File: config.mk
export PLATFORM = sky130hd
export DESIGN_NAME = cnn_window_gen
export DESIGN_NICKNAME = d
export VERILOG_FILES = /design/src/rtl/cnn_window_gen.sv
export SDC_FILE = /design/constraint.sdc
export NUM_CORES = 2
export LEC_CHECK = 0
export CAP_MARGIN = 5
export CORE_UTILIZATION = 45
export DETAILED_ROUTE_END_ITERATION = 10
export DONT_BUFFER_PORTS = 1
export SYNTH_ARGS = -nofsm -noshare
export SYNTH_HDL_FRONTEND = slang
export SYNTH_SLANG_ARGS = --single-unit
File: constraint.sdc
create_clock -name clk -period 53.3 [get_ports clk]
set_clock_uncertainty 0.1 [all_clocks]
set_input_delay 0 -clock clk [delete_from_list [all_inputs] [get_ports clk]]
set_output_delay 0 -clock clk [all_outputs]
set_load 0.05 [all_outputs]
File: src/rtl/cnn_window_gen.sv
// rtl/cnn_window_gen.sv - streaming KYxKX sliding-window generator, stride 1, no padding
module cnn_window_gen #(
    parameter int CI    = 3,
    parameter int KX    = 5,
    parameter int KY    = 5,
    parameter int IBW   = 8,
    parameter int IMG_W = 12,
    parameter int IMG_H = 12
) (
    input  logic                       clk,
    input  logic                       reset,
    input  logic                       i_in_valid,
    input  logic [CI*IBW-1:0]          i_in_pixel,
    output logic                       o_ot_valid,
    output logic [CI*KX*KY*IBW-1:0]    o_ot_fmap,
    output logic                       o_frame_done
);

    localparam int PW     = CI * IBW;
    localparam int FW     = CI * KX * KY * IBW;
    localparam int CW     = $clog2(IMG_W);
    localparam int RW     = $clog2(IMG_H);
    localparam int LB_LEN = (KY - 1) * IMG_W;

    localparam logic [CW-1:0] COL_LAST      = CW'(IMG_W - 1);
    localparam logic [CW-1:0] COL_FIRST_OUT = CW'(KX - 1);
    localparam logic [RW-1:0] ROW_LAST      = RW'(IMG_H - 1);
    localparam logic [RW-1:0] ROW_FIRST_OUT = RW'(KY - 1);

    logic [CW-1:0] col;
    logic [RW-1:0] row;

    // One long delay chain; tap k*IMG_W-1 is the pixel k rows above at this column.
    logic [PW-1:0] lb [LB_LEN];
    logic [PW-1:0] win     [KY][KX];
    logic [PW-1:0] win_nxt [KY][KX];
    logic [FW-1:0] fmap_nxt;
    logic          win_out;
    logic          last_pix;

    always_comb begin
        win_nxt  = win;
        fmap_nxt = '0;
        for (int ky = 0; ky < KY; ky++) begin
            for (int kx = 0; kx < KX - 1; kx++) begin
                win_nxt[ky][kx] = win[ky][kx+1];
            end
        end
        for (int ky = 0; ky < KY - 1; ky++) begin
            win_nxt[ky][KX-1] = lb[(KY - 1 - ky) * IMG_W - 1];
        end
        win_nxt[KY-1][KX-1] = i_in_pixel;
        for (int c = 0; c < CI; c++) begin
            for (int ky = 0; ky < KY; ky++) begin
                for (int kx = 0; kx < KX; kx++) begin
                    fmap_nxt[(c*KY*KX + ky*KX + kx)*IBW +: IBW] = win_nxt[ky][kx][c*IBW +: IBW];
                end
            end
        end
    end

    assign win_out  = i_in_valid && (row >= ROW_FIRST_OUT) && (col >= COL_FIRST_OUT);
    assign last_pix = i_in_valid && (row == ROW_LAST) && (col == COL_LAST);

    always_ff @(posedge clk or posedge reset) begin
        if (reset) begin
            col          <= '0;
            row          <= '0;
            o_ot_valid   <= 1'b0;
            o_frame_done <= 1'b0;
            o_ot_fmap    <= '0;
            for (int i = 0; i < LB_LEN; i++) begin
                lb[i] <= '0;
            end
            for (int ky = 0; ky < KY; ky++) begin
                for (int kx = 0; kx < KX; kx++) begin
                    win[ky][kx] <= '0;
                end
            end
        end else begin
            o_ot_valid   <= win_out;
            o_frame_done <= last_pix;
            if (win_out) begin
                o_ot_fmap <= fmap_nxt;
            end
            if (i_in_valid) begin
                if (col == COL_LAST) begin
                    col <= '0;
                    row <= (row == ROW_LAST) ? '0 : row + 1'b1;
                end else begin
                    col <= col + 1'b1;
                end
                lb[0] <= i_in_pixel;
                for (int i = 1; i < LB_LEN; i++) begin
                    lb[i] <= lb[i-1];
                end
                win <= win_nxt;
            end
        end
    end

endmodule
Yosys cells after proc, flatten, opt, wreduce, memory -nomap -nowiden:

Cells that the tools add are included.
W data, S select, Z words.

* flip-flop bits (word level): 1858
* output and inout port bits: 602
* input port bits: 27
* word-level logic and storage cells: 70

* eq/ne operators: 2
* reduce and logical (&&, ||, !) cells: 5
* mux-type cells: 2
* order comparisons: 2
* $add $sub $neg: 2

Operators by type and width (count)
* $add A4 B1 Y4 const B: 2
* $eq A4 B4 Y1 const B: 2
* $ge A4 B3 Y1 const B: 2
* $mux W4: 2
* $logic_and A1 B1 Y1: 4
* $reduce_and A2 Y1: 1

Logic depth before layout (Yosys ltp):

* depth in word-level cells: 3
* gate-level depth with buffers: 7
* depth with buffers taken out: 4

Least setup slack after synthesis:

Ideal clock, no wire load.

* path kind: register to register
* start point: reg row[2]
* end point: reg o_ot_fmap[100]
* data arrival time: 1.489 ns
* clock period less this slack: 1.713 ns
* required time: 53.075 ns
* buffers on the path: 2
* setup time: 0.125 ns
* path slack: 51.587 ns
* cell stages (with the launch flop): 5
* cells stage by stage: dfrtp_1 > o221ai_4 > buf_6 > buf_12 > mux2_2

* word-level cells in the longest chain between the ends: 3

RTL lines
* from (decl): RTL line 31 `logic [RW-1:0] row;`
* from (signal assigned): RTL line 89 `row <= (row == ROW_LAST) ? '0 : row + 1'b1;`
* $ge A4 B3 Y1: RTL line 62 `assign win_out = i_in_valid && (row >= ROW_FIRST_OUT) && (col >= COL_FIRST_OUT);`
* $logic_and A1 B1 Y1 (2 in series): RTL line 62
* to (signal assigned): RTL line 84 `o_ot_fmap <= fmap_nxt;`
* to (decl): RTL line 15 `output logic [CI*KX*KY*IBW-1:0] o_ot_fmap,`

Every way passes these cells.
A chain may end at the register's enable or synchronous reset.

Worst setup path in the final report:

* start point: reg col[3]
* end point: reg o_ot_fmap[256]

* word-level cells in the longest chain between the ends: 2

RTL lines
* from (decl): RTL line 30 `logic [CW-1:0] col;`
* from (signal assigned): RTL line 91 `col <= col + 1'b1;`
* $ge A4 B3 Y1: RTL line 62
* $logic_and A1 B1 Y1: RTL line 62

Every way passes these cells.

==> summary.txt <==
=================================================================================================
Clock tree from TritonCTS                                                                    done
Clock insertion delay at the later pin of the skew report                                 0.78 ns
Core Box Area                                                                          152600 um2
Maximum count of clock buffers along a single path                                              3
Number of vias after detailed routing                                                       32360
Series of cell instances along the critical path                                     o221ai_4, buf_4, buf_4, buf_4, mux2_2
Via count of the first global-routing pass                                                  33760
Required time reported for the critical path endpoint                                    53.85 ns
DRC violation count after routing                                                               0
Largest area contributor in the netlist                                              sky130_fd_sc_hd__dfrtp_1
I/O pins                                                                                      629
Deepest level of the CTS H-tree                                                                 4
DRT Pass-1 Iters                                                                                4
Max-capacitance violation count                                                                 0
Post-layout min period                                                                   4.303 ns
Overall fraction of global-route tracks in use                                             17.59%
Netlist area before placement                                                           69420 um2
Actual slew at the worst max-slew pin                                                    1.153 ns
Peak per-stage delay on the critical path                                                 0.81 ns
RSZ-0062 raised after global routing                                                        false
Count of input and output buffers                                                               0
Final net count                                                                              4078
Number of distinct library cell variants in the gate-level netlist after synthesis             18
Family of cells with the greatest summed delay on the critical path                  buffers and inverters
Crit path setup slack, layout                                                            49.00 ns
Fin Setup TNS                                                                                0 ns
HP Class                                                                               reg -> reg
Worst EP arrival                                                                          4.86 ns
Max frequency                                                                           232.4 MHz
Final Max Tran Viols                                                                            0
Pre-CTS worst setup slack                                                                48.97 ns
Static leakage                                                                           37.22 nW
Routed wire length                                                                       136.4 mm
Die area                                                                               155800 um2
Setup Crit Path Kind                                                                   reg -> reg
Post-DR vias/cell                                                                           5.188
Layout area overhead                                                                       12.18%
#FFs+latches synth                                                                           1858
Post-Syn Area per Cell                                                                  17.58 um2
Iteration-0 DRC Markers                                                                      1352
Top fanout value on the critical path                                                          65
Slew margin rel.                                                                           23.14%
Number of clock buffers inserted by TritonCTS                                                 192
Layout cells sized above 1                                                                 51.96%
Setup slack of the worst register-to-register path                                       49.00 ns
Number of antenna violations at the first check in global routing                               5
Effective utilization at floorplan                                                         45.49%
Post-synthesis sequential area ratio                                                       66.97%
Clk sink count                                                                               1858
Antenna Diode Count                                                                             0
Kind of start point of the critical path                                                 register
Max IR drop VDD                                                                        0.04531 mV
Wire length of the first global-routing pass                                             213.6 mm
Total power density per cell area                                                    56.88 nW/um2
Clock transition at path regs                                                             0.06 ns
Gate count of the mapped netlist                                                             3948
Number of hold-slack violations in the final timing report                                      0
Post-synth top area share                                                                  66.97%
Master of the slowest instance on the critical path                                  sky130_fd_sc_hd__o221ai_4
Result of the run                                                                    finished clean
Post-detail-place hpwl                                                                   84.49 mm
Routed length per placed instance                                                        21.87 um
Rows                                                                                          143
Root Buffer Master                                                                   sky130_fd_sc_hd__clkbuf_16
Post-Syn Nets                                                                                3977
Portion of the clock cycle consumed by the worst path in the final layout                  8.074%
Number of warnings issued by yosys                                                              0
Total of cells resized after clock tree synthesis                                               0
Worst path bufs/invs                                                                            3
Most common cell on crit path                                                        sky130_fd_sc_hd__buf_4
Die Span Y                                                                               394.8 um
Pin count of the biggest net entering global routing                                         1255
Die X                                                                                    394.8 um
Number of nets still failing antenna checks after routing                                       0
Last weighted congestion value of the routability-driven placer                            0.7888
Final setup fails                                                                               0
Endpoint kind of the worst setup timing path                                             register
Global route total overflow                                                                     0
Top cells by area in the synthesized netlist                                         sky130_fd_sc_hd__dfrtp_1 (67%), sky130_fd_sc_hd__mux2_2 (30%), sky130_fd_sc_hd__buf_12 (1.4%), sky130_fd_sc_hd__buf_2 (1.0%), sky130_fd_sc_hd__buf_6 (0.24%)
=================================================================================================
## cell type report
class / instances / area, um2
Sequential cell: 1858 / 46490
Clock buffer: 296 / 5743
Clock inverter: 56 / 762.0
Multi-Input combinational cell: 1882 / 21040
Inverter: 2 / 15.01
Fill cell: 12620 / 74740
Tap cell: 2030 / 2540
Timing Repair Buffer: 113 / 1281
## timing repair
| item | CTS | global route |
|---|---|---|
| endpoints found under the setup margin | 0 | 0 |
| endpoints found under the hold margin | 1779 | 151 |
| hold buffers | 77 | 1 |
| setup buffers | 0 | 0 |
## cells in the mapped netlist
library cell and number:
sky130_fd_sc_hd__nor2_1 5, sky130_fd_sc_hd__ha_1 2, sky130_fd_sc_hd__mux2_2 1851, sky130_fd_sc_hd__a21boi_0 1, sky130_fd_sc_hd__buf_6 15, sky130_fd_sc_hd__nand3_1 2
sky130_fd_sc_hd__dfrtp_1 1858, sky130_fd_sc_hd__buf_12 50, sky130_fd_sc_hd__buf_2 141, sky130_fd_sc_hd__inv_1 2, sky130_fd_sc_hd__xnor2_1 1, sky130_fd_sc_hd__nand4b_1 1
sky130_fd_sc_hd__nand3b_1 1, sky130_fd_sc_hd__nand2_1 10, sky130_fd_sc_hd__or4b_1 1, sky130_fd_sc_hd__o21ai_0 4, sky130_fd_sc_hd__and4b_1 2, sky130_fd_sc_hd__o221ai_4 1
## cells by family after synthesis
kind of cell,share of synthesized area [%]
AND/OR/NAND/NOR,0.1622
AO/OA/AOI/OAI,0.07751
buffers and inverters,2.712
adder cells (fa/ha/maj),0.03604
XOR/XNOR,0.01262
multiplexers,30.02
flip-flops,66.97
## sequential cells by signal (all words and copies together), names as in the netlist
register / flops
col: 4
fmap_nxt: 408
lb: 840
o_frame_done: 1
o_ot_fmap: 600
o_ot_valid: 1
row: 4
## power by group
group          switching [W]  internal, W
sequential          0.000755      0.00176
clock               0.000548     0.000810
combinational       0.000199     0.000358
## placed cells by master, fill, tap and decap left out, drive strengths merged, types with 2 or more instances in the layout
cell | netlist | layout
dfrtp | 1858 | 1858
mux2 | 1851 | 1851
clkbuf | 0 | 296
dlygate4sd3 | 0 | 76
buf | 206 | 37
clkinv | 0 | 32
bufinv | 0 | 14
nand2 | 10 | 10
inv | 2 | 10
nor2 | 5 | 5
o21ai | 4 | 4
and4b | 2 | 2
nand3 | 2 | 2
ha | 2 | 2
clkinvlp | 0 | 2
## per-layer routing
metal	vias to the layer above	global-route usage, %	part of all wire, %
met5	-	0	0
met4	0	5.696	2.8
met3	219	6.895	8.2
met2	635	27.59	47
met1	17240	22.28	42
li1	14260	-	-
## path summary, 6_finish.rpt
check	from	to	cells after the start
worst max-delay path	col[3]	o_ot_fmap[256]	5
worst min-delay path	lb[62]	lb[38]	1
worst max register to register	col[3]	o_ot_fmap[256]	5
worst min register to register	lb[62]	lb[38]	1
max in group asynchronous	reset	lb[605]	7
min in group asynchronous	reset	o_ot_fmap[387]	4
## per-stage QoR
| step | util (%) | area [um2] | hold slack (ns) | std cells | power, W |
|---|---|---|---|---|---|
| 2_1_floorplan | - | 69420 | 0.05045 | 3948 | 0.002934 |
| 3_3_place_gp | 46.11 | 70370 | -0.04227 | 5800 | 0.003056 |
| 3_5_place_dp | 46.11 | 70370 | -0.03763 | 5800 | 0.003077 |
| 4_1_cts | 50.90 | 77680 | 0.3034 | 6229 | 0.004504 |
| 5_1_grt | 51.03 | 77880 | 0.3497 | 6237 | 0.004633 |
| 6_report | 51.03 | 77880 | 0.3818 | 6237 | 0.004430 |
Power figures use the tool's default switching activity.
